[config.mk]
export PLATFORM = sky130hd
export DESIGN_NAME = pipe_hazard_ctrl
export DESIGN_NICKNAME = d
export VERILOG_FILES = /design/src/rtl/pipe_hazard_ctrl_pkg.sv /design/src/rtl/pipe_hazard_ctrl_hazard_detect.sv /design/src/rtl/pipe_hazard_ctrl.sv
export SDC_FILE = /design/constraint.sdc
export NUM_CORES = 1
export LEC_CHECK = 0
export BUFFER_PORTS_ARGS = -buffer_cell sky130_fd_sc_hd__buf_2
export CAP_MARGIN = 20
export CELL_PAD_IN_SITES_DETAIL_PLACEMENT = 0
export CELL_PAD_IN_SITES_GLOBAL_PLACEMENT = 2
export CORE_UTILIZATION = 27
export DETAILED_ROUTE_END_ITERATION = 7
export PLACE_DENSITY_LB_ADDON = 0.1
export SETUP_SLACK_MARGIN = 0.5
export SLEW_MARGIN = 20
export SYNTH_ARGS = -nofsm -noshare
export SYNTH_HDL_FRONTEND = slang
export SYNTH_SLANG_ARGS = --single-unit
[constraint.sdc]
create_clock -name clk_i -period 4.6 [get_ports clk_i]
set_input_delay 0.46 -clock clk_i [delete_from_list [all_inputs] [get_ports clk_i]]
set_output_delay 0.46 -clock clk_i [all_outputs]
set_load 0.05 [all_outputs]
[src/rtl/pipe_hazard_ctrl_pkg.sv]
// pipe_hazard_ctrl_pkg: FSM state encodings and shared constants for the hazard controller
package pipe_hazard_ctrl_pkg;
  localparam int XLEN = 32;
  localparam logic [4:0] ZERO_REG = 5'd0;
  typedef enum logic [1:0] {
    ST_RUN     = 2'd0,
    ST_MC_WAIT = 2'd1,
    ST_FLUSH   = 2'd2
  } state_t;
endpackage

[src/rtl/pipe_hazard_ctrl_hazard_detect.sv]
// pipe_hazard_ctrl_hazard_detect: load-use compare of ID sources (rs1/rs2 + read enables) against an EX load rd -> lu
module pipe_hazard_ctrl_hazard_detect
  import pipe_hazard_ctrl_pkg::*;
(
  input  logic       id_valid_i,
  input  logic [4:0] id_rs1_addr_i,
  input  logic [4:0] id_rs2_addr_i,
  input  logic       id_rs1_re_i,
  input  logic       id_rs2_re_i,
  input  logic       ex_valid_i,
  input  logic [4:0] ex_rd_addr_i,
  input  logic       ex_rd_we_i,
  input  logic       ex_is_load_i,
  output logic       lu
);
  assign lu = ex_valid_i & ex_is_load_i & ex_rd_we_i & (ex_rd_addr_i != ZERO_REG) & id_valid_i &
              ((id_rs1_re_i & (id_rs1_addr_i == ex_rd_addr_i)) | (id_rs2_re_i & (id_rs2_addr_i == ex_rd_addr_i)));
endmodule

[src/rtl/pipe_hazard_ctrl.sv]
// pipe_hazard_ctrl: stall/flush/bubble control for PC, IF/ID, ID/EX (load-use, EX redirect, multi-cycle EX) with timeout error pulse and stall counter
module pipe_hazard_ctrl
  import pipe_hazard_ctrl_pkg::*;
#(
  parameter int XLEN        = pipe_hazard_ctrl_pkg::XLEN,
  parameter int FLUSH_EXTRA = 1,
  parameter int MC_TIMEOUT  = 64,
  parameter int CNT_W       = 32
) (
  input  logic             clk_i,
  input  logic             rst_i,
  input  logic             id_valid_i,
  input  logic [4:0]       id_rs1_addr_i,
  input  logic [4:0]       id_rs2_addr_i,
  input  logic             id_rs1_re_i,
  input  logic             id_rs2_re_i,
  input  logic             ex_valid_i,
  input  logic [4:0]       ex_rd_addr_i,
  input  logic             ex_rd_we_i,
  input  logic             ex_is_load_i,
  input  logic             ex_mc_start_i,
  input  logic             ex_mc_done_i,
  input  logic             ex_br_taken_i,
  input  logic [XLEN-1:0]  ex_br_target_i,
  output logic             pc_stall_o,
  output logic             ifid_stall_o,
  output logic             ifid_flush_o,
  output logic             idex_stall_o,
  output logic             idex_bubble_o,
  output logic             pc_redirect_o,
  output logic [XLEN-1:0]  pc_target_o,
  output logic             mc_err_o,
  output logic [1:0]       state_o,
  output logic [CNT_W-1:0] stall_cnt_o
);
  localparam int TW = $clog2(MC_TIMEOUT + 1);
  localparam logic [TW-1:0] TO_MAX = TW'(MC_TIMEOUT);
  state_t state, nxt;
  logic [TW-1:0] to_cnt;
  logic [2:0] flush_cnt;
  logic [CNT_W-1:0] stall_cnt;
  logic mc_err, lu, run, br, mcs, lus, mws, fl, tmo;
  pipe_hazard_ctrl_hazard_detect u_hd (
    .id_valid_i    (id_valid_i),
    .id_rs1_addr_i (id_rs1_addr_i),
    .id_rs2_addr_i (id_rs2_addr_i),
    .id_rs1_re_i   (id_rs1_re_i),
    .id_rs2_re_i   (id_rs2_re_i),
    .ex_valid_i    (ex_valid_i),
    .ex_rd_addr_i  (ex_rd_addr_i),
    .ex_rd_we_i    (ex_rd_we_i),
    .ex_is_load_i  (ex_is_load_i),
    .lu            (lu)
  );
  always_ff @(posedge clk_i) begin
    if (rst_i) begin
      state     <= ST_RUN;
      to_cnt    <= '0;
      flush_cnt <= '0;
      mc_err    <= 1'b0;
      stall_cnt <= '0;
    end else begin
      state     <= nxt;
      to_cnt    <= (state == ST_MC_WAIT) ? to_cnt + TW'(1) : TW'(1);
      flush_cnt <= (state == ST_FLUSH) ? flush_cnt - 3'd1 : 3'(FLUSH_EXTRA);
      mc_err    <= tmo;
      if (pc_stall_o && stall_cnt != '1) stall_cnt <= stall_cnt + CNT_W'(1);
    end
  end
  always_comb begin
    nxt = state;
    if (state == ST_RUN)
      nxt = ex_br_taken_i ? ((FLUSH_EXTRA == 0) ? ST_RUN : ST_FLUSH)
          : (ex_mc_start_i & ~ex_mc_done_i) ? ST_MC_WAIT : ST_RUN;
    else if (state == ST_MC_WAIT)
      nxt = (ex_mc_done_i | (to_cnt == TO_MAX)) ? ST_RUN : ST_MC_WAIT;
    else if (state == ST_FLUSH)
      nxt = (flush_cnt == 3'd1) ? ST_RUN : ST_FLUSH;
    else
      nxt = ST_RUN;
  end
  // RUN priority is branch > multi-cycle start > load-use; a start with done already set suppresses load-use too
  always_comb begin
    run           = ~rst_i & (state == ST_RUN);
    br            = run & ex_br_taken_i;
    mcs           = run & ~ex_br_taken_i & ex_mc_start_i & ~ex_mc_done_i;
    lus           = run & ~ex_br_taken_i & ~ex_mc_start_i & lu;
    tmo           = ~rst_i & (state == ST_MC_WAIT) & ~ex_mc_done_i & (to_cnt == TO_MAX);
    mws           = ~rst_i & (state == ST_MC_WAIT) & ~ex_mc_done_i & (to_cnt != TO_MAX);
    fl            = ~rst_i & (state == ST_FLUSH);
    pc_stall_o    = mcs | lus | mws;
    ifid_stall_o  = mcs | lus | mws;
    idex_stall_o  = mcs | mws;
    ifid_flush_o  = br | fl;
    idex_bubble_o = br | lus | fl;
    pc_redirect_o = br;
    pc_target_o   = br ? ex_br_target_i : '0;
    mc_err_o      = ~rst_i & mc_err;
    state_o       = rst_i ? 2'd0 : state;
    stall_cnt_o   = rst_i ? '0 : stall_cnt;
  end
endmodule

# --- Word-level counts from Yosys, hierarchy flattened ---
# Index checks and enable logic that the tools add are counted.
# W data, S select, Z words.
totals:
  register_bits: 45
  latch_bits: 0
  mem_bits_rw: 0
  mem_bits_ro: 0
  input_bits: 58
  output_inout_bits: 73
  elab_cells: 70
  mem_count: 0
op_classes:
  n_addsub: 3
  n_mul: 0
  n_div: 0
  magnitude_cmp: 0
  n_eq_ne: 8
  shift: 0
  muxes: 12
  bitwise: 35
  n_reduce_logical: 5
op_table:
  columns: ["cell", "count"]
  rows:
  - ["$mux W32", 2]
  - ["$add A32 B1 Y32 const B", 1]
  - ["$ne A32 B32 Y1 const B", 1]
  - ["$and A1 B1 Y1", 21]
  - ["$mux W2", 6]
  - ["$eq A5 B5 Y1", 2]
  - ["$or A1 B1 Y1", 8]
  - ["$add A7 B1 Y7 const B", 1]
  - ["$eq A7 B7 Y1 const B", 1]
  - ["$ne A7 B7 Y1 const B", 1]
  - ["$not A1 Y1", 6]
  - ["$reduce_bool A5 Y1", 1]
  - ["$mux W1", 4]
  - ["$reduce_or A2 Y1", 2]
  - ["$eq A3 B1 Y1 const B", 1]
  - ["$sub A3 B1 Y3 const B", 1]
  - ["$eq A2 B1 Y1 const B", 1]
  - ["$eq A2 B2 Y1 const B", 1]
  - ["$logic_not A2 Y1", 1]
  - ["$logic_and A1 B1 Y1", 1]

# --- Longest topological paths before layout ---
# Gate-level depths: netlist of the first run.
depth:
  word_depth: 9
  mapped_depth: 9

# --- Cells and area by module ---
# From an unflattened synthesis of the first run, not the netlist that was laid out.
hier_totals:
  cells_unflattened: 349
  area_unflattened_um2: 2886.5
modules_own_cells:
  columns: ["module", "instances", "cells_each", "area_per_inst_um2"]
  rows:
  - ["pipe_hazard_ctrl", 1, 331, 2746.4]
  - ["pipe_hazard_ctrl_hazard_detect", 1, 18, 140.1]

# --- Worst setup path before layout of the first run ---
# Ideal clock, no wire load.
synth_timing:
  kind: "input to output"
  start: "in ex_rd_addr_i[0]"
  end: "out pc_stall_o"
  arrival_time_ns: 2.144
  slack_ns: 1.996
  stages: 7
  path_buffers: 2
  path_cell_list: "or4_4 -> nor2_4 -> nor4_4 -> a21oi_4 -> buf_2 -> inv_1 -> buf_4"
synth_via:
  elab_chain_cells: 7
synth_rtl:
  columns: ["item", "line", "rtl"]
  rows:
  - ["start, declared", "pipe_hazard_ctrl.sv:18", "input logic [4:0] ex_rd_addr_i,"]
  - ["$eq A5 B5 Y1 or $reduce_bool A5 Y1 (tied branches)", "pipe_hazard_ctrl_hazard_detect.sv:17, pipe_hazard_ctrl_hazard_detect.sv:16", null]
  - ["$and A1 B1 Y1 (on tied branches)", "pipe_hazard_ctrl_hazard_detect.sv:17, pipe_hazard_ctrl_hazard_detect.sv:16", null]
  - ["$or A1 B1 Y1 or $and A1 B1 Y1 (tied branches)", "pipe_hazard_ctrl_hazard_detect.sv:17, pipe_hazard_ctrl_hazard_detect.sv:16", null]
  - ["$and A1 B1 Y1 *", "pipe_hazard_ctrl_hazard_detect.sv:16", "assign lu = ex_valid_i & ex_is_load_i & ex_rd_we_i & (ex_rd_addr_i != ZERO_REG) & id_valid_i &"]
  - ["$and A1 B1 Y1 *", "pipe_hazard_ctrl.sv:87", "lus = run & ~ex_br_taken_i & ~ex_mc_start_i & lu;"]
  - ["$or A1 B1 Y1 * (2 in series)", null, null]
  - ["end, declared", "pipe_hazard_ctrl.sv:25", "output logic pc_stall_o,"]
# Mark *: on every way between the ends. The rest lies on a longest branch, timed or not.

# --- Worst setup path in the final report of the first run ---
layout_timing:
  start: "reg stall_cnt[6]"
  end: "reg stall_cnt[23]"
layout_via:
  elab_chain_cells: 2
layout_rtl:
  columns: ["item", "line", "rtl"]
  rows:
  - ["start, declared", "pipe_hazard_ctrl.sv:41", "logic [CNT_W-1:0] stall_cnt;"]
  - ["start signal, assigned", "pipe_hazard_ctrl.sv:67", "if (pc_stall_o && stall_cnt != '1) stall_cnt <= stall_cnt + CNT_W'(1);"]
  - ["parallel branches: the longest is 2 deep, another holds $add A32 B1 Y32", null, null]
# Parallel ways; which one is timed is not known.
# A chain may end at the register's enable or synchronous reset.

==> results_dict.tcl, run 1 <==
set metrics [dict create \
    post_cts.resized_instances 0 \
    worst_ir_drop_vdd_mv 0.09680 \
    ios 131 \
    chipHeight_um 102.8 \
    setup_tns_ns 0 \
    synth-seq-cells 45 \
    multi_input_area_um2 1728 \
    dr.first_iter.drc_count 84 \
    setup_ws_ns 1.738 \
    numClockSinks 45 \
    p_leak_nw 1.672 \
    grt_pass1_vias 2453 \
    hold_bufs_at_cts 0 \
    netlist_area_um2 2743 \
    crit_path_end_kind "flop" \
    grt_max_degree 68 \
    yosysTopAreaCell "sky130_fd_sc_hd__dfxtp_1" \
    die_w_um 102.8 \
    overflow 0 \
    fin_hold_ws_ns 0.4264 \
    cap_viol_max_count 0 \
    status "completed" \
    numPortBuffers 130 \
    detailroute.via_count 2570 \
    dpl_worst_slack_ns 1.736 \
    worst_ep_required_time_ns 4.80 \
    die-area_um2 10560 \
    vias_per_cell 4.386 \
    cts-buffers-inserted 5 \
    hold_viol 0 \
    synth.yosys.warnings 0 \
    area_growth_pct 30.98 \
    drt_pass1_iterations 4 \
    synth.yosys.seq_area_share_pct 32.85 \
    report.power.total_mw 0.8072 \
    tritoncts "yes" \
    period_share_pct 62.23 \
    critPathArrivalTime_ns 3.06 \
    ctsRootBufferMaster "sky130_fd_sc_hd__clkbuf_8" \
    initial_core_util_pct 27.93 \
    mappedNetlistNets 391 \
    final-max-slew-violation-count 0 \
    cts_setup_buffers 0 \
    clk_pin_slew_ns 0.10 \
    setup_repair_after_global_routing_missed_its_margin "false" \
    sequential_cell_area_um2 900.9 \
    worst_slew_margin_rel_pct 38.93 \
    min-delay-path-class "in2reg" \
    buffers_from_clock_root_to_sink_at_most 2 \
    finish.cell_count_without_fillers 586 \
    post_route_cells_drive_above_1_share_pct 34.44 \
    max_freq_ghz 0.3494 \
    synthesis.area_per_instance_um2 8.362 \
    rows 36 \
    timing.final.crit_period_ns 2.862 \
    critical_setup_path_kind "reg2reg" \
    post-dp-hpwl_um 5350 \
    timing.critical_path.fanout_max 11 \
    syn_inst 328 \
    clock_insertion_delay_worst_skew_ns 0.31 \
    setup_viol 0 \
    ant_nets 0 \
    grt_first_pass_wirelength_um 11070 \
    max_slew.worst_pin.slew_ns 0.9142 \
    grt_antenna_before_repair 0 \
    finalWirelength_um 6910 \
    drt-wirelength-per-cell_um 11.79 \
    synth.top_cells.by_area "sky130_fd_sc_hd__dfxtp_1 33%, sky130_fd_sc_hd__xnor2_1 8.3%, sky130_fd_sc_hd__and2_1 7.5%" \
    cp-start-kind "flop" \
    power_density_nw_per_um2 224.7 \
    place.gp.congestion 0.7075 \
    dp_cells 578 \
    distinct_cells_synth 41 \
    total_number_of_nets_in_the_final_design 515 \
    filler_cell_count 1087 \
    clock-skew-final_ns 0.01442 \
    cts-htree-levels 2 \
    total_grt_usage_pct 13.11 \
    drt_drc_violations_left 0 \
    yosysTopAreaCellShare_pct 32.85 \
    diodes 0 \
    design.core.area_um2 9819 \
]
-- through the flow --
stage | utilization (%) | area [um^2]
floorplan | - | 2743
global placement | 35.63 | 3498
detailed placement | 35.63 | 3498
CTS | 36.58 | 3592
global route | 36.58 | 3592
finish | 36.58 | 3592
-- routing by layer --
metal / GRT usage, % / wire, um / vias to the layer above
li1: - / - / 1341
met1: 17.12 / 3222 / 1149
met2: 22.87 / 3331 / 75
met3: 2.441 / 329 / 5
met4: 1.950 / 26 / 0
met5: 0 / 0 / -
-- where the power goes --
group          switching, mW  leakage, nW  total (mW)  internal, mW
clock                  0.152       0.0447       0.262         0.110
sequential           0.00421        0.364       0.397         0.393
combinational         0.0992         1.26       0.148        0.0484
total                  0.256         1.67       0.807         0.551
-- cell families (layout without fill, tap and decap cells) --
logic type	Yosys count	after routing	synth area share [%]
AO/OA/AOI/OAI	13	13	3.559
XOR/XNOR	29	29	9.261
adder cells (fa/ha/maj)	5	5	2.281
buffers and inverters	26	151	4.151
flip-flops	45	45	32.85
multiplexers	16	16	6.980
AND/OR/NAND/NOR	194	194	40.92
-- registers in the layout, indices dropped and copies added (netlist names) --
name       cells
stall_cnt     32
to_cnt         7
flush_cnt      3
state          2
mc_err         1
-- cell usage after synthesis --
master and n:
sky130_fd_sc_hd__nor2b_1 31, sky130_fd_sc_hd__and2_1 33, sky130_fd_sc_hd__nor4_1 6, sky130_fd_sc_hd__nor4b_1 1
sky130_fd_sc_hd__xor2_1 3, sky130_fd_sc_hd__buf_1 1, sky130_fd_sc_hd__or2_1 1, sky130_fd_sc_hd__nor2_4 1
sky130_fd_sc_hd__mux2_1 13, sky130_fd_sc_hd__inv_1 12, sky130_fd_sc_hd__buf_4 2, sky130_fd_sc_hd__dfxtp_1 45
sky130_fd_sc_hd__a21oi_4 1, sky130_fd_sc_hd__nor3b_1 2, sky130_fd_sc_hd__xnor2_1 26, sky130_fd_sc_hd__a31o_2 2
sky130_fd_sc_hd__and4_4 1, sky130_fd_sc_hd__mux2_4 3, sky130_fd_sc_hd__or4_4 1, sky130_fd_sc_hd__o22ai_2 1
sky130_fd_sc_hd__nor2_1 42, sky130_fd_sc_hd__buf_6 1, sky130_fd_sc_hd__nor3_2 3, sky130_fd_sc_hd__a21oi_1 2
sky130_fd_sc_hd__and4b_1 1, sky130_fd_sc_hd__buf_2 1, sky130_fd_sc_hd__nor3_4 1, sky130_fd_sc_hd__a31oi_1 3
sky130_fd_sc_hd__nand4_1 5, sky130_fd_sc_hd__nor3_1 4, sky130_fd_sc_hd__ha_1 5, sky130_fd_sc_hd__nand2_1 23
sky130_fd_sc_hd__nand3_1 17, sky130_fd_sc_hd__or3_1 2, sky130_fd_sc_hd__nor4_4 3, sky130_fd_sc_hd__o31ai_1 1
sky130_fd_sc_hd__and3_1 13, sky130_fd_sc_hd__o21ai_0 2, sky130_fd_sc_hd__and4_1 3, sky130_fd_sc_hd__clkbuf_1 9
sky130_fd_sc_hd__o21ai_1 1
-- placed cells by master, fill, tap and decap left out, types with 2 or more instances in the layout --
cell type / Yosys / layout
sky130_fd_sc_hd__a21oi_1: 2 / 2
sky130_fd_sc_hd__a31o_2: 2 / 2
sky130_fd_sc_hd__a31oi_1: 3 / 3
sky130_fd_sc_hd__and2_1: 33 / 33
sky130_fd_sc_hd__and3_1: 13 / 13
sky130_fd_sc_hd__and4_1: 3 / 3
sky130_fd_sc_hd__buf_2: 1 / 130
sky130_fd_sc_hd__clkbuf_8: 0 / 5
sky130_fd_sc_hd__dfxtp_1: 45 / 45
sky130_fd_sc_hd__ha_1: 5 / 5
sky130_fd_sc_hd__inv_1: 12 / 12
sky130_fd_sc_hd__mux2_1: 13 / 13
sky130_fd_sc_hd__mux2_4: 3 / 3
sky130_fd_sc_hd__nand2_1: 23 / 23
sky130_fd_sc_hd__nand3_1: 17 / 17
sky130_fd_sc_hd__nand4_1: 5 / 5
sky130_fd_sc_hd__nor2_1: 42 / 42
sky130_fd_sc_hd__nor2b_1: 31 / 31
sky130_fd_sc_hd__nor3_1: 4 / 4
sky130_fd_sc_hd__nor3_2: 3 / 3
sky130_fd_sc_hd__nor3b_1: 2 / 2
sky130_fd_sc_hd__nor4_1: 6 / 6
sky130_fd_sc_hd__nor4_4: 3 / 3
sky130_fd_sc_hd__o21ai_0: 2 / 2
sky130_fd_sc_hd__or3_1: 2 / 2
sky130_fd_sc_hd__xnor2_1: 26 / 26
sky130_fd_sc_hd__xor2_1: 3 / 3
-- worst paths after layout --
path,end,slack [ns],start,cells after the start
setup reg to reg,stall_cnt[23],1.74,stall_cnt[6],7
hold / removal,mc_err,0.43,ex_mc_done_i,4
setup / recovery,stall_cnt[23],1.74,stall_cnt[6],7
hold reg to reg,stall_cnt[3],0.49,stall_cnt[3],1
-- critical path, stage by stage (launching register included) --
cell,delay [ns]
sky130_fd_sc_hd__dfxtp_1,0.42
sky130_fd_sc_hd__and4_1,0.32
sky130_fd_sc_hd__nand3_1,0.17
sky130_fd_sc_hd__nor3b_1,0.27
sky130_fd_sc_hd__nor2b_1,0.77
sky130_fd_sc_hd__or2_1,0.38
sky130_fd_sc_hd__nor3_2,0.11
sky130_fd_sc_hd__mux2_4,0.32
-- layout make-up --
class / instances / area share [%]
clock buffers: 5 / 1.916
clock inverters: 3 / 0.6966
inverters: 12 / 1.254
multi-input cells: 257 / 48.10
flip-flops and latches: 45 / 25.08
well taps: 133 / 4.633
repair buffers: 131 / 18.32
No activity file was read; power rests on OpenSTA's default activity.
==> run 2, diff against run 1 <==
--- a/config.mk
+++ b/config.mk
@@ -5,11 +5,12 @@
 export SDC_FILE = /design/constraint.sdc
 export NUM_CORES = 1
 export LEC_CHECK = 0
+export ABC_AREA = 1
 export BUFFER_PORTS_ARGS = -buffer_cell sky130_fd_sc_hd__buf_2
 export CAP_MARGIN = 20
 export CELL_PAD_IN_SITES_DETAIL_PLACEMENT = 0
 export CELL_PAD_IN_SITES_GLOBAL_PLACEMENT = 2
-export CORE_UTILIZATION = 27
+export CORE_UTILIZATION = 21
 export DETAILED_ROUTE_END_ITERATION = 7
 export PLACE_DENSITY_LB_ADDON = 0.1
 export SETUP_SLACK_MARGIN = 0.5
==> constraint.sdc (replaced) <==
create_clock -name clk_i -period 2.55 [get_ports clk_i]
set_input_delay 0.255 -clock clk_i [delete_from_list [all_inputs] [get_ports clk_i]]
set_output_delay 0.255 -clock clk_i [all_outputs]
set_load 0.05 [all_outputs]
==> run 2 against run 1 <==
Sequential power up 80%. Worst hold slack lost 0.29 ns. Total power rose by 110%. Setup slack got worse by 1.1 ns. Non-clock buffer count increased by 15. Clock skew fell by 0.0082 ns. Maximum frequency increased by 50%. Global-route usage increased by 1.3 points. Routed wire length up 73%. Largest cell class unchanged. Largest power group unchanged. Highest routed layer unchanged.
==> results_dict.tcl, run 2 <==
set metrics [dict create \
    die-area_um2 16640 \
    crit_path_end_kind "flop" \
    netlist_area_um2 3387 \
    report.power.total_mw 1.735 \
    numPortBuffers 130 \
    area_growth_pct 34.76 \
    r2r_cells 10 \
    ios 131 \
    synthesis.area_per_instance_um2 5.498 \
    worstReg2RegStart "stall_cnt[4]" \
    grt_antenna_before_repair 1 \
    grt_first_pass_wirelength_um 18490 \
    power_density_nw_per_um2 380.2 \
    cp-startpoint "stall_cnt[4]" \
    yosysTopAreaCellShare_pct 26.60 \
    status "completed" \
    grt_max_degree 41 \
    critical_setup_path_kind "reg2reg" \
    yosysTopAreaCell "sky130_fd_sc_hd__dfxtp_1" \
    r2r_end "stall_cnt[9]" \
    largest_registers "stall_cnt: 32 flops, to_cnt: 7 flops, flush_cnt: 3 flops" \
    timing.final.crit_period_ns 1.912 \
    clk_pin_slew_ns 0.07 \
    timing.critical_path.fanout_max 23 \
    tritoncts "yes" \
    most_used_standard_cell_by_instance_count_after_synthesis "sky130_fd_sc_hd__nand2_1" \
    total_number_of_nets_in_the_final_design 813 \
    mappedNetlistNets 679 \
    synth.yosys.seq_area_share_pct 26.60 \
    most_common_cell_after_layout_fill_and_taps_aside "sky130_fd_sc_hd__nand2_1" \
    rows 46 \
    p_leak_nw 2.204 \
    timing.critical_path.to "stall_cnt[9]" \
    vias_per_cell 4.137 \
    asyncSetResetFlopFracSynth_pct 0 \
    synth.yosys.warnings 0 \
    setup_tns_ns 0 \
    critPathArrivalTime_ns 2.07 \
    post_route_cells_drive_above_1_share_pct 23.17 \
    cp-start-kind "flop" \
    drt-wirelength-per-cell_um 12.36 \
    largest-register "stall_cnt" \
    ant_nets 0 \
    buffers_from_clock_root_to_sink_at_most 2 \
    max_freq_ghz 0.5230 \
    setup_viol 0 \
    design.core.area_um2 15830 \
    detailroute.via_count 4005 \
    total_grt_usage_pct 14.39 \
    yosys-top-cells-count "174 x sky130_fd_sc_hd__nand2_1, 138 x sky130_fd_sc_hd__nor2_1, 99 x sky130_fd_sc_hd__inv_1" \
    worst_ep_required_time_ns 2.71 \
    cts-buffers-inserted 5 \
    drt_pass1_iterations 5 \
    synth_enable_flop_cells 0 \
    synth.top_cells.by_area "sky130_fd_sc_hd__dfxtp_1 27%, sky130_fd_sc_hd__nand2_1 19%, sky130_fd_sc_hd__nor2_1 15%" \
    min-delay-path-class "in2reg" \
    max_slew.worst_pin.slew_ns 0.4881 \
    initial_core_util_pct 21.40 \
    hold_viol 0 \
    worst_ir_drop_vdd_mv 0.2474 \
    grt_pass1_vias 3681 \
    ctsRootBufferMaster "sky130_fd_sc_hd__clkbuf_16" \
    reg2reg_slack_ns 0.64 \
    post-dp-hpwl_um 9172 \
    final-max-slew-violation-count 0 \
    place.gp.congestion 0.8020 \
    drt_drc_violations_left 0 \
    cap_viol_max_count 0 \
    clock_insertion_delay_worst_skew_ns 0.29 \
    finalWirelength_um 11970 \
    die_w_um 129 \
    largest_register_ffs 32 \
    numClockSinks 45 \
    top_library_cells_by_usage_in_the_layout_fill_and_taps_aside "173 x sky130_fd_sc_hd__nand2_1, 137 x sky130_fd_sc_hd__nor2_1, 127 x sky130_fd_sc_hd__buf_2" \
    overflow 0 \
    cts-htree-levels 2 \
    period_share_pct 74.99 \
    dr.first_iter.drc_count 259 \
    dominantRegCellSynth "sky130_fd_sc_hd__dfxtp_1" \
    synth-seq-cells 45 \
    chipHeight_um 129 \
    distinct_cells_synth 23 \
    clock-skew-final_ns 0.006222 \
    worst_slew_margin_rel_pct 67.34 \
    setup_repair_after_global_routing_missed_its_margin "true" \
    syn_inst 616 \
]
==> run 2: changes by cell type in the layout (fill, tap and decap cells not counted), moves of 5 or more <==
cell | before | now
sky130_fd_sc_hd__nor2b_1 | 31 | 0
sky130_fd_sc_hd__nand3_1 | 17 | 58
sky130_fd_sc_hd__a21oi_1 | 2 | 34
sky130_fd_sc_hd__nand2_1 | 23 | 173
sky130_fd_sc_hd__xor2_1 | 3 | 16
sky130_fd_sc_hd__clkbuf_16 | 0 | 5
sky130_fd_sc_hd__mux2_1 | 13 | 0
sky130_fd_sc_hd__buf_4 | 1 | 15
sky130_fd_sc_hd__inv_1 | 12 | 99
sky130_fd_sc_hd__nor4_1 | 6 | 0
sky130_fd_sc_hd__nor2_1 | 42 | 137
sky130_fd_sc_hd__and3_1 | 13 | 0
sky130_fd_sc_hd__and2_1 | 33 | 0
sky130_fd_sc_hd__xnor2_1 | 26 | 2
==> run 2: logic make-up after synthesis <==
family	share of synthesized area (%)
fa+ha+maj	1.847
compound gates	5.652
buf+inv	14.59
flops	26.60
simple gates	46.66
xor+xnor	4.655
==> run 2: timing repair <==
action | 4_1_cts | 5_1_grt
resized for setup | 5 | 10
setup endpoints to repair | 34 | 34
pin swaps | 0 | 2
gates cloned | 0 | 2
setup buffers | 0 | 6
hold buffers | 0 | 0
==> run 2: stage by stage <==
stage	instance area, um^2	setup WS [ns]	utilization [%]	instances	hold slack, ns
after floorplan	3392	0.5230	-	616	0.3341
after global placement	4278	0.5176	27.03	951	0.4402
after detailed placement	4278	0.4371	27.03	951	0.4440
after CTS	4452	0.5370	28.13	959	0.1257
after global routing	4562	0.4929	28.82	967	0.1379
final	4564	0.6378	28.84	968	0.1341
==> run 2: layer usage <==
layer	wire, um	global-route usage, %	vias to the layer above
li1	-	-	2128
met1	5717	18.10	1747
met2	5469	25.06	122
met3	651	2.911	8
met4	129	3.460	0
met5	0	0	-
==> run 2: worst max-delay path, cell delays in order, from the launching register on <==
cell	delay (ns)
sky130_fd_sc_hd__dfxtp_1	0.39
sky130_fd_sc_hd__nand2_1	0.09
sky130_fd_sc_hd__nor2_1	0.17
sky130_fd_sc_hd__nand2_2	0.13
sky130_fd_sc_hd__nor2_4	0.16
sky130_fd_sc_hd__nand2_2	0.08
sky130_fd_sc_hd__nor2_4	0.14
sky130_fd_sc_hd__nand3_4	0.19
sky130_fd_sc_hd__buf_8	0.25
sky130_fd_sc_hd__nand3_1	0.10
sky130_fd_sc_hd__a21oi_1	0.06
==> run 2: where the power goes <==
part	switching [mW]	internal, mW	leakage (nW)	total, mW
sequential	0.00608	0.710	0.364	0.716
combinational	0.228	0.0929	1.76	0.321
clock	0.307	0.391	0.0768	0.698
==> run 2: final cells by class <==
| class | count | area, um^2 |
|---|---|---|
| sequential | 45 | 902.1 |
| fill | 1793 | 11260 |
| clock buffer | 6 | 138.9 |
| antenna | 1 | 2.502 |
| tap | 216 | 270.3 |
| clock inverter | 2 | 13.76 |
| inverter | 103 | 386.6 |
| timing repair buffer | 146 | 793.3 |
| multi-input combinational | 449 | 2057 |
==> run 2: worst min path at each step <==
stage | startpoint | end | slack [ns] | depth (start not counted)
floorplan | ex_mc_done_i | mc_err | 0.33 | 1
global placement | ex_mc_done_i | mc_err | 0.44 | 2
detailed placement | ex_mc_done_i | mc_err | 0.44 | 2
CTS | ex_mc_done_i | mc_err | 0.13 | 2
global route | ex_mc_done_i | mc_err | 0.14 | 2
finish | ex_mc_done_i | mc_err | 0.13 | 2
==> run 3, diff against run 2 <==
==> constraint.sdc (replaced) <==
create_clock -name clk_i -period 1.6 [get_ports clk_i]
set_input_delay 0.16 -clock clk_i [delete_from_list [all_inputs] [get_ports clk_i]]
set_output_delay 0.16 -clock clk_i [all_outputs]
set_load 0.05 [all_outputs]
==> run 3 against run 2 <==
The flow now finishes with violations (negative setup slack). Total power is 89% higher. Final cell count up 11%. Routed wire length grew 19%. Global-route usage increased by 2.4 points. Setup slack worse by 0.74 ns. Worst hold slack worse by 0.096 ns. Register-to-register slack got worse by 0.70 ns. Core utilization up 19 points. Clock power increased by 75%. Critical endpoint is now idex_bubble_o. Largest power group is now the clock network.
==> results_dict.tcl, run 3 (synthesized netlist as in run 2, its figures left out) <==
set metrics [dict create \
    drt_pass1_iterations 4 \
    p_leak_nw 3.162 \
    buffers_from_clock_root_to_sink_at_most 2 \
    numPortBuffers 130 \
    area_growth_pct 121.8 \
    setup_repair_after_global_routing_missed_its_margin "true" \
    post_route_cells_drive_above_1_share_pct 58.64 \
    clock_insertion_delay_worst_skew_ns 0.30 \
    most_common_cell_after_layout_fill_and_taps_aside "sky130_fd_sc_hd__nand2_1" \
    clk_pin_slew_ns 0.07 \
    finalWirelength_um 14180 \
    die_w_um 129 \
    top_library_cells_by_usage_in_the_layout_fill_and_taps_aside "142 x sky130_fd_sc_hd__nand2_1, 85 x sky130_fd_sc_hd__buf_6, 72 x sky130_fd_sc_hd__nor2_4" \
    timing.final.crit_period_ns 1.702 \
    dr.first_iter.drc_count 115 \
    detailroute.via_count 4571 \
    max_slew.worst_pin.slew_ns 0.3775 \
    worst_ir_drop_vdd_mv 0.3603 \
    ctsRootBufferMaster "sky130_fd_sc_hd__clkbuf_16" \
    setup_viol 69 \
    failed_checks "negative setup slack" \
    final-max-slew-violation-count 0 \
    status "complete, but fails checks" \
    cts-htree-levels 2 \
    ios 131 \
    grt_pass1_vias 4522 \
    initial_core_util_pct 21.40 \
    worst_slew_margin_rel_pct 74.84 \
    period_share_pct 106.4 \
    worst_ep_required_time_ns 1.44 \
    ant_nets 0 \
    setup_tns_ns -3.725 \
    largest_register_ffs 32 \
    chipHeight_um 129 \
    critPathArrivalTime_ns 1.54 \
    grt_first_pass_wirelength_um 21790 \
    report.power.total_mw 3.272 \
    grt_max_degree 65 \
    largest-register "stall_cnt" \
    crit_path_end_kind "primary output" \
    hold_viol 0 \
    post-dp-hpwl_um 9817 \
    die-area_um2 16640 \
    largest_registers "stall_cnt: 32 flops, to_cnt: 7 flops, flush_cnt: 3 flops" \
    drt-wirelength-per-cell_um 13.23 \
    cap_viol_max_count 0 \
    numClockSinks 45 \
    overflow 0 \
    place.gp.congestion 0.7838 \
    power_density_nw_per_um2 435.5 \
    design.core.area_um2 15830 \
    timing.critical_path.fanout_max 2 \
    grt_antenna_before_repair 0 \
    dpl_worst_slack_ns -0.03053 \
    tritoncts "yes" \
    diodes 0 \
    cp-start-kind "flop" \
    setup_ws_ns -0.1020 \
    finalCoreUtilization_pct 47.47 \
    total_grt_usage_pct 16.83 \
    max_freq_ghz 0.5876 \
    drt_drc_violations_left 0 \
    clock-skew-final_ns 0.007984 \
    min-delay-path-class "in2reg" \
    cts-buffers-inserted 5 \
    fin_hold_ws_ns 0.03797 \
    vias_per_cell 4.264 \
    critical_setup_path_kind "reg2out" \
    total_number_of_nets_in_the_final_design 919 \
    rows 46 \
]
-- run 3: final cells by class --
cell class	count	area, um^2
clock inverters	2	35.03
repair buffers	254	2724
flip-flops and latches	45	962.2
multi-input cells	447	2930
inverters	103	466.7
fillers	1581	8314
well taps	216	270.3
clock buffers	5	125.1
-- run 3: stage by stage --
stage,std cells,area [um^2]
finish,1072,7513
global route,1072,7513
CTS,1050,6809
detailed placement,1016,5385
global placement,1016,5385
floorplan,616,4091
-- run 3: worst paths after layout --
kind           startpoint       endpoint  slack [ns]  cells past startpoint
max              state[0]  idex_bubble_o       -0.10                      9
min          ex_mc_done_i         mc_err        0.04                      2
max reg2reg  stall_cnt[7]  stall_cnt[15]       -0.06                     12
min reg2reg      state[1]   flush_cnt[0]        0.50                      1
-- run 3: repair_timing --
action,4_1_cts,5_1_grt
hold buffers,0,0
resized for setup,319,135
pin swaps,19,28
cloned,8,2
setup endpoints to repair,109,112
setup buffers,19,20
endpoints found under the hold margin,0,0
-- run 3: critical path: stages (launching register included) --
cell and delay [ns]:
sky130_fd_sc_hd__dfxtp_2 0.33, sky130_fd_sc_hd__nor2_4 0.11, sky130_fd_sc_hd__nand2_2 0.06, sky130_fd_sc_hd__nor2_2 0.10
sky130_fd_sc_hd__nand2_1 0.06, sky130_fd_sc_hd__nor2_1 0.13, sky130_fd_sc_hd__nand2_2 0.12, sky130_fd_sc_hd__buf_6 0.14
sky130_fd_sc_hd__nand3_4 0.05, sky130_fd_sc_hd__buf_8 0.14
-- run 3: power breakdown --
part	switching, mW	internal (mW)	total (mW)
registers	0.0118	1.12	1.13
logic	0.529	0.393	0.921
clock network	0.489	0.727	1.22
total	1.03	2.24	3.27
-- run 3: routing by layer --
metal  wire (um)  vias to the layer above  GRT usage [%]
met5           0                        -              0
met4         173                        0          4.014
met3         573                       12          3.035
met2        7422                      116          31.54
met1        6011                     2093          19.64
li1            -                     2350              -
